`src/rtl/sm_rf_pkg.sv`:
```
// Shared types and helpers for the SM register-file port arbiter slice.
package sm_rf_pkg;

  localparam int DEFAULT_REG_WIDTH = 32;
  localparam int DEFAULT_NUM_RD    = 4;

  // Requester tag for the default read-port count.
  typedef logic [$clog2(DEFAULT_NUM_RD)-1:0] rd_tag_t;

  function automatic int rf_addr_w(input int threads, input int regs);
    return $clog2(threads * regs);
  endfunction

endpackage

```
`src/rtl/rr_arbiter.sv`:
```
// Round-robin arbiter: one-hot grant plus encoded index, pointer advances past the winner.
module rr_arbiter
  import sm_rf_pkg::*;
#(
  parameter int N = 4,
  localparam int IW = (N > 1) ? $clog2(N) : 1
) (
  input  logic          clk,
  input  logic          rst_n,
  input  logic [N-1:0]  valid,
  output logic [N-1:0]  grant,
  output logic [IW-1:0] idx
);

  generate
    if (N == 1) begin : g_pass
      assign grant = valid;
      assign idx   = '0;
    end else begin : g_rr
      logic [IW-1:0] ptr_reg;
      logic          found;

      always_comb begin : p_search
        int j;
        j     = 0;
        grant = '0;
        idx   = '0;
        found = 1'b0;
        // Scan from the pointer upward, wrapping to 0.
        for (int k = 0; k < N; k++) begin
          j = int'(ptr_reg) + k;
          if (j >= N) j = j - N;
          if (!found && valid[j]) begin
            grant[j] = 1'b1;
            idx      = IW'(j);
            found    = 1'b1;
          end
        end
      end

      always_ff @(posedge clk or negedge rst_n) begin
        if (!rst_n) begin
          ptr_reg <= '0;
        end else if (found) begin
          ptr_reg <= (idx == IW'(N - 1)) ? '0 : idx + IW'(1);
        end
      end
    end
  endgenerate

endmodule

```
`src/rtl/sm_rf_port_arbiter.sv`:
```
// Shares one register file between several read and write requesters: RR grants,
// 2-cycle tagged read pipeline, same-cycle write-to-read forwarding, stall counter.
module sm_rf_port_arbiter
  import sm_rf_pkg::*;
#(
  parameter int NUM_RD          = 4,
  parameter int NUM_WR          = 2,
  parameter int NUM_THREADS     = 256,
  parameter int REGS_PER_THREAD = 16,
  parameter int REG_WIDTH       = DEFAULT_REG_WIDTH,
  localparam int AW             = rf_addr_w(NUM_THREADS, REGS_PER_THREAD)
) (
  input  logic                        clk,
  input  logic                        rst_n,
  input  logic [NUM_RD-1:0]           rd_req_valid,
  input  logic [NUM_RD*AW-1:0]        rd_req_addr,
  output logic [NUM_RD-1:0]           rd_req_ready,
  output logic [NUM_RD-1:0]           rd_rsp_valid,
  output logic [REG_WIDTH-1:0]        rd_rsp_data,
  input  logic [NUM_WR-1:0]           wr_req_valid,
  input  logic [NUM_WR*AW-1:0]        wr_req_addr,
  input  logic [NUM_WR*REG_WIDTH-1:0] wr_req_data,
  output logic [NUM_WR-1:0]           wr_req_ready,
  output logic                        rf_wr_en,
  output logic [AW-1:0]               rf_wr_addr,
  output logic [REG_WIDTH-1:0]        rf_wr_data,
  output logic [AW-1:0]               rf_rd_addr,
  input  logic [REG_WIDTH-1:0]        rf_rd_data,
  output logic [31:0]                 rd_stall_cnt
);

  localparam int RIW = (NUM_RD > 1) ? $clog2(NUM_RD) : 1;
  localparam int WIW = (NUM_WR > 1) ? $clog2(NUM_WR) : 1;

  logic [NUM_RD-1:0]    rd_grant;
  logic [RIW-1:0]       rd_idx;
  logic [NUM_WR-1:0]    wr_grant;
  logic [WIW-1:0]       wr_idx;
  logic                 rd_any;
  logic                 wr_any;
  logic [AW-1:0]        rd_sel_addr;
  logic                 rd_fwd;
  logic                 rd_stall;
  logic [NUM_RD-1:0]    rsp_onehot;

  logic                 s1_valid_reg;
  logic [RIW-1:0]       s1_id_reg;
  logic                 s1_fwd_reg;
  logic [REG_WIDTH-1:0] s1_fwd_data_reg;
  logic [AW-1:0]        rd_addr_hold_reg;

  rr_arbiter #(.N(NUM_RD)) u_rd_arb (
    .clk   (clk),
    .rst_n (rst_n),
    .valid (rd_req_valid),
    .grant (rd_grant),
    .idx   (rd_idx)
  );

  rr_arbiter #(.N(NUM_WR)) u_wr_arb (
    .clk   (clk),
    .rst_n (rst_n),
    .valid (wr_req_valid),
    .grant (wr_grant),
    .idx   (wr_idx)
  );

  assign rd_req_ready = rd_grant;
  assign wr_req_ready = wr_grant;
  assign rd_any       = |rd_grant;
  assign wr_any       = |wr_grant;
  assign rf_wr_en     = wr_any;

  always_comb begin
    rf_wr_addr  = '0;
    rf_wr_data  = '0;
    rd_sel_addr = '0;
    for (int i = 0; i < NUM_WR; i++) begin
      if (wr_any && wr_idx == WIW'(i)) begin
        rf_wr_addr = wr_req_addr[i*AW +: AW];
        rf_wr_data = wr_req_data[i*REG_WIDTH +: REG_WIDTH];
      end
    end
    for (int i = 0; i < NUM_RD; i++) begin
      if (rd_any && rd_idx == RIW'(i)) rd_sel_addr = rd_req_addr[i*AW +: AW];
    end
  end

  // The RF returns stale data on a same-address collision, so capture the write data instead.
  assign rf_rd_addr = rd_any ? rd_sel_addr : rd_addr_hold_reg;
  assign rd_fwd     = rd_any && rf_wr_en && (rd_sel_addr == rf_wr_addr);
  assign rd_stall   = |(rd_req_valid & ~rd_grant);

  always_comb begin
    rsp_onehot = '0;
    for (int i = 0; i < NUM_RD; i++) begin
      rsp_onehot[i] = s1_valid_reg && (s1_id_reg == RIW'(i));
    end
  end

  always_ff @(posedge clk or negedge rst_n) begin
    if (!rst_n) begin
      s1_valid_reg     <= 1'b0;
      s1_id_reg        <= '0;
      s1_fwd_reg       <= 1'b0;
      s1_fwd_data_reg  <= '0;
      rd_addr_hold_reg <= '0;
      rd_rsp_valid     <= '0;
      rd_rsp_data      <= '0;
      rd_stall_cnt     <= '0;
    end else begin
      s1_valid_reg <= rd_any;
      if (rd_any) begin
        s1_id_reg        <= rd_idx;
        s1_fwd_reg       <= rd_fwd;
        s1_fwd_data_reg  <= rf_wr_data;
        rd_addr_hold_reg <= rd_sel_addr;
      end
      rd_rsp_valid <= rsp_onehot;
      if (s1_valid_reg) begin
        rd_rsp_data <= s1_fwd_reg ? s1_fwd_data_reg : rf_rd_data;
      end
      if (rd_stall && rd_stall_cnt != 32'hFFFF_FFFF) begin
        rd_stall_cnt <= rd_stall_cnt + 32'd1;
      end
    end
  end

endmodule
```
`config.mk`:
```
export PLATFORM = sky130hd
export DESIGN_NAME = sm_rf_port_arbiter
export DESIGN_NICKNAME = d
export VERILOG_FILES = /design/src/rtl/sm_rf_pkg.sv /design/src/rtl/rr_arbiter.sv /design/src/rtl/sm_rf_port_arbiter.sv
export SDC_FILE = /design/constraint.sdc
export NUM_CORES = 1
export LEC_CHECK = 0
export CORE_MARGIN = 5
export CORE_UTILIZATION = 43
export DETAILED_ROUTE_END_ITERATION = 8
export GPL_ROUTABILITY_DRIVEN = 0
export GPL_TIMING_DRIVEN = 0
export PLACE_DENSITY = 0.84
export SETUP_SLACK_MARGIN = 0.4
export SYNTH_ARGS = -nofsm -noshare
export SYNTH_HDL_FRONTEND = slang
export SYNTH_HIERARCHICAL = 1
export SYNTH_SLANG_ARGS = --single-unit
export TNS_END_PERCENT = 30
```
`constraint.sdc`:
```
create_clock -name clk -period 5.2 [get_ports clk]
set_input_delay 0.78 -clock clk [delete_from_list [all_inputs] [get_ports clk]]
set_output_delay 0.78 -clock clk [all_outputs]
set_load 0.005 [all_outputs]
```
Word level (Yosys, flattened, before mapping)
Cells that the tools add are included.
{ "word_totals": {"regBits": 119, "input_bits": 176, "output_inout_bits": 131, "wordCells": 154} }
{ "op_classes": {"addsub": 13, "magnitude_cmp": 18, "n_eq_ne": 8, "mux": 66, "bitwise_logic": 7, "n_reduce_logical": 32} }
{ "ops": {"columns": ["cell", "n"], "rows": [
  ["$mux 32", 9],
  ["$ge 32x1->1 const B", 6],
  ["$lt 32x4->1 const B", 4],
  ["$ge 32x4->1 const B", 3],
  ["$sub 32x4->32 const B", 3],
  ["$mux 12", 7],
  ["$lt 32x3->1 const B", 2],
  ["$add 32x1->32 const B", 1],
  ["$ge 32x3->1 const B", 1],
  ["$ne 32x32->1 const B", 1],
  ["$sub 32x3->32 const B", 1],
  ["$mux 1", 29],
  ["$logic_and 1x1->1", 23],
  ["$mux 4", 4],
  ["$mux 2", 7],
  ["$eq 12x12->1", 1],
  ["$or 4x4->4", 3],
  ["$bmux 1 s2", 4],
  ["$demux 1 s2", 4],
  ["$eq 2x2->1 const B", 4],
  ["$reduce_or 4->1", 2],
  ["$add 2x2->3 const B", 2],
  ["$and 4x4->4", 1],
  ["$eq 2x1->1 const B", 2],
  ["15 further kinds", 20]
]} }

Depth between registers and ports, before layout
Gate-level depths: netlist of run 1.
{ "depth": {"ltp_word": 23, "ltp_mapped": 16} }

Cells and area by module
Netlist of run 1, hierarchy kept.
{ "by_module_without_submodules": {"columns": ["module", "instances", "cells_per_inst", "area_per_inst_um2", "seq_area_each_um2"], "rows": [
  ["sm_rf_port_arbiter", 1, 598, 6293.5, 2902.8],
  ["rr_arbiter (u_rd_arb)", 1, 63, 614.3, 50.0],
  ["rr_arbiter (u_wr_arb)", 1, 7, 70.1, 25.0]
]} }

Least setup slack after synthesis of run 1
No wires, ideal clock.
{ "synth_path": {"path_kind": "reg2out", "startpoint": "reg u_rd_arb.g_rr.ptr_reg[0]", "endpoint": "out rf_rd_addr[10]", "arrival_ns": 3.387, "required_ns": 4.420, "setup_slack_ns": 1.033, "path_stages_with_launch": 15, "path_buffers": 4, "cell_sequence": "dfrtp_1 > buf_6 > clkbuf_1 > inv_1 > ha_1 > mux4_2 > nor2b_4 > a221oi_1 > o2bb2ai_1 > nor4_4 > inv_2 > clkbuf_1 > clkbuf_1 > nand2_1 > nand2_1"} }
{ "synth_via": {"elab_chain_cells": 22} }
{ "synth_rtl": {"columns": ["element", "line_no", "source"], "rows": [
  ["from (decl)", "rr_arbiter.sv:20", "logic [IW-1:0] ptr_reg;"],
  ["from (signal assigned)", "rr_arbiter.sv:45", "ptr_reg <= (idx == IW'(N - 1)) ? '0 : idx + IW'(1);"],
  ["parallel branches: the longest is 14 deep, another holds $sub 32x4->32", null, null],
  ["$mux 4 (*)", "rr_arbiter.sv:33", "if (!found && valid[j]) begin"],
  ["via rd_req_ready[0]", "sm_rf_port_arbiter.sv:17", "output logic [NUM_RD-1:0] rd_req_ready,"],
  ["$reduce_or 4->1 (*)", "sm_rf_port_arbiter.sv:70", "assign rd_any = |rd_grant;"],
  ["via rd_any", "sm_rf_port_arbiter.sv:39", "logic rd_any;"],
  ["$logic_and 1x1->1", "sm_rf_port_arbiter.sv:85", "if (rd_any && rd_idx == RIW'(i)) rd_sel_addr = rd_req_addr[i*AW +: AW];"],
  ["$mux 12 (4 in a row)", "sm_rf_port_arbiter.sv:85", null],
  ["$mux 12 (*)", null, null],
  ["to (decl)", "sm_rf_port_arbiter.sv:27", "output logic [AW-1:0] rf_rd_addr,"]
]} }
Mark *: on every way through the listed nets, which the timed path passes. The select of a mux whose other input is x is not followed.

Final worst setup path of run 1
{ "layout_path": {"startpoint": "in rd_req_valid[2]", "endpoint": "out rf_rd_addr[1]"} }
{ "layout_via": {"elab_chain_cells": 20} }
{ "layout_rtl": {"columns": ["element", "line_no", "source"], "rows": [
  ["from (decl)", "sm_rf_port_arbiter.sv:15", "input logic [NUM_RD-1:0] rd_req_valid,"],
  ["$bmux 1 s2", "rr_arbiter.sv:33", null],
  ["$mux 1 (implied by the code) (2 in a row)", "rr_arbiter.sv:33", null],
  ["$mux 1", "rr_arbiter.sv:33", null],
  ["$logic_not 1->1", "rr_arbiter.sv:33", null],
  ["$logic_and 1x1->1", "rr_arbiter.sv:33", null],
  ["$mux 1", "rr_arbiter.sv:33", null],
  ["$logic_not 1->1", "rr_arbiter.sv:33", null],
  ["$logic_and 1x1->1", "rr_arbiter.sv:33", null],
  ["$mux 1", "rr_arbiter.sv:33", null],
  ["$logic_not 1->1", "rr_arbiter.sv:33", null],
  ["$logic_and 1x1->1", "rr_arbiter.sv:33", null],
  ["$mux 4 (*)", "rr_arbiter.sv:33", null],
  ["$reduce_or 4->1 (*)", "sm_rf_port_arbiter.sv:70", null],
  ["via rd_any", "sm_rf_port_arbiter.sv:39", null],
  ["$logic_and 1x1->1", "sm_rf_port_arbiter.sv:85", null],
  ["$mux 12 (4 in a row)", "sm_rf_port_arbiter.sv:85", null],
  ["$mux 12 (*)", null, null]
]} }
The timed path passes the listed nets; every way through them passes the cells marked *. The select of a mux whose other input is x is not followed.

==> flow_summary.toml, run 1 <==
[detailed_routing]
wl_met3_mm = 2.34
postRouteWirelength_mm = 24.2
ant_nets = 0
drcViolationCount = 0
met2_length_mm = 12.2
route.layer.met1.wl_mm = 9.18
vias_per_cell = 5.29
drt_pre_antenna_iters = 5
top_layer_used = "met4"
drt_iter0_drc = 316
wl_per_cell_um = 19.5
num_vias = 6564

[layout]
post-route-util_pct = 70.2
stdcell_count = 1241
antennaDiodeCount = 0
final_net_count = 1198
area_growth_pct = 59.8
drive_above_1_share_pct = 15.3
fillers = 1212

[placement]
numPortBuffers = 306
hpwl_mm = 18.6
pre_cts_slack_ns = -0.453
dp.cells = 1191

[sta]
fmax_mhz = 207
period_needed_ns = 4.83
fin_ws_ns = 0.366
slew_violations = 0
whs_ns = 0.251
tightestPinTransition_ns = 0.803
finalCritPeriodShare_pct = 93.0
setup_violations = 0
hold_violations = 0
skew_ns = 0.00589
rsz0062_at_grt = "true"
max_slew_margin_pct = 46.5

[synth]
ys_seq_area_share_pct = 42.7
synthArstFlopShare_pct = 100
synth-adder-area-share_pct = 1.79
syn_inst = 668
avgSynthCellArea_um2 = 10.4
yosysWarnings = 6
syn_nets = 854
synth_compound_area_share_pct = 8.14
synth_edf_count = 0
synthMuxAreaShare_pct = 22.6
yosys.cell_types.count = 66
synthSimpleGateAreaFrac_pct = 16.8
synth_ff_type = "dfrtp_1"
netlist_area_um2 = 6980
yosys.area_share.xor_xnor_pct = 4.02
synth_top_family_by_area = "multiplexers"
synth_seq_cells = 119

[floorplan]
fp.dieH_um = 137
core_area_um2 = 15900
initial_core_util_pct = 43.9
row_count = 46
die_w_um = 137
ioPinCount = 307
die-area_um2 = 18900

[clocking]
htree_levels = 4
clock_sinks = 119
cts_tree = "built"
clk_root_buffer_cell = "clkbuf_16"
clockBufferDepth = 2
clk_pin_slew_ns = 0.06
clock_latency_ns = 0.40
cts_made_buffers = 17

[grt]
grt_start_max_net_pins = 89
track_usage_pct = 25.5
grt_pass1_vias = 6886
globalRouteOverflowTotal = 0
grt_pass1_wl_mm = 37.0
antenna_found_initial = 0

[power_and_ir_drop]
p_leak_nw = 4.70
powerDensity_nw_per_um2 = 538
ir_drop_v = 0.000489

[setup_path]
arrival_ns = 4.05
endpoint_kind = "output pin"
worstSetupPathType = "in -> out"
crit_fanout = 11
crit_required_ns = 4.42
startpoint_type = "input pin"

[hold_path]
min_path_type = "in -> async"

[status]
outcome = "finished clean"

[run]
drv_cap = 0
-- report_power, final --
group,leakage [nW],total (mW),switching [mW],internal (mW)
Sequential,1.46,1.41,0.178,1.23
Clock,0.250,1.05,0.416,0.629
Combinational,2.99,3.54,1.69,1.85
-- metrics by stage --
step	instance area, µm²	setup TNS (ns)	total power, mW
after floorplan	6980	0	3.21
after global placement	10300	-165.59	4.53
after detailed placement	10300	-3.03	4.60
after CTS	11100	0	5.89
after global routing	11100	0	6.36
final	11100	0	6.00
-- path summary, 6_finish.rpt --
check | from | to | slack [ns] | cells after the start
worst max-delay path | rd_req_valid[2] | rf_rd_addr[1] | 0.37 | 14
worst min-delay path | rst_n | s1_fwd_data_reg[9] | 0.25 | 1
worst max register to register | u_rd_arb/g_rr.ptr_reg[0] | s1_fwd_reg | 1.36 | 15
worst min register to register | rd_addr_hold_reg[6] | rd_addr_hold_reg[6] | 0.46 | 2
max in group asynchronous | rst_n | u_rd_arb/g_rr.ptr_reg[0] | 4.15 | 2
min in group clk | rd_addr_hold_reg[6] | rd_addr_hold_reg[6] | 0.46 | 2
-- layout by cell type, fill, tap and decap left out, types with 13 or more instances in the layout --
cell type        count
mux2i_1             76
buf_4               23
dfrtp_1            118
xor2_1              13
clkbuf_16           17
inv_1               14
xnor2_1             19
mux2_2              38
nor2_1              92
nand3_1             21
clkdlybuf4s50_1    298
clkbuf_1            17
a21oi_1             40
nand2_1             63
-- synthesized netlist by cell type (3+ instances only) --
| library cell | n | area, µm² |
|---|---|---|
| a21oi_1 | 40 | 200 |
| a221oi_1 | 4 | 35.0 |
| and2_1 | 4 | 25.0 |
| and3_1 | 4 | 25.0 |
| buf_2 | 6 | 30.0 |
| buf_4 | 5 | 37.5 |
| buf_6 | 4 | 45.0 |
| clkbuf_1 | 22 | 82.6 |
| dfrtp_1 | 119 | 2980 |
| ha_1 | 10 | 125 |
| inv_1 | 15 | 56.3 |
| mux2_2 | 38 | 428 |
| mux2i_1 | 76 | 761 |
| mux4_1 | 10 | 263 |
| mux4_2 | 5 | 113 |
| nand2_1 | 63 | 236 |
| nand3_1 | 21 | 105 |
| nand4_1 | 7 | 43.8 |
| nor2_1 | 92 | 345 |
| nor2b_1 | 8 | 50.1 |
| nor3_1 | 12 | 60.1 |
| nor4_4 | 3 | 63.8 |
| o21a_1 | 4 | 30.0 |
| o21ai_0 | 6 | 30.0 |
| o2bb2ai_1 | 4 | 35.0 |
| or3_1 | 3 | 18.8 |
| xnor2_1 | 19 | 166 |
| xor2_1 | 13 | 114 |
-- timing repair --
item                       CTS  global route
setup buffers               10             6
setup endpoints to repair   12            11
hold buffers                 0             0
pin swaps                    1             5
cloned                       1             1
gates resized for setup     34            13
-- critical path: stages --
cell and delay, ns:
clkdlybuf4s50_1 0.41, buf_2 0.19, mux4_2 0.49, nor2b_4 0.16, buf_4 0.16, a221oi_2 0.24
o2bb2ai_2 0.13, nor4_4 0.41, inv_2 0.08, clkbuf_8 0.18, clkbuf_8 0.17, nand2_1 0.07
nand2_1 0.07, clkdlybuf4s50_1 0.49
-- layer usage --
layer	GRT usage (%)	vias to the layer above
met5	0	-
li1	-	3062
met1	28.8	3224
met2	44.6	248
met4	7.59	0
met3	9.72	30
-- kinds of logic (layout without fill, tap and decap cells) --
group	count (synthesis)	count (layout)
buffers and inverters	56	412
xor gates and xnor gates	32	32
AOI/OAI and AO/OA	83	83
muxes	130	131
adders and majority gates	10	10
and+or+nand+nor	238	238
DFF	119	119
-- area by class of cell --
type                    count  area [µm²]  share of cell area (%)
clock buffers              20         457                    4.10
plain buffers              39         265                    2.38
flip-flops and latches    119        2980                    26.7
well taps                 216         270                    2.42
repair buffers            324        3220                    28.8
clock inverters            12        78.8                   0.707
multi-input cells         494        3810                    34.2
inverters                  17        67.6                   0.606
No activity file was read; power rests on OpenSTA's default activity.
==> run 2, diff against run 1 <==
SKIP_LAST_GASP = 1   (was unset)
==> results of run 2 <==
The final DEF is identical to that of run 1; final timing and power are the same.
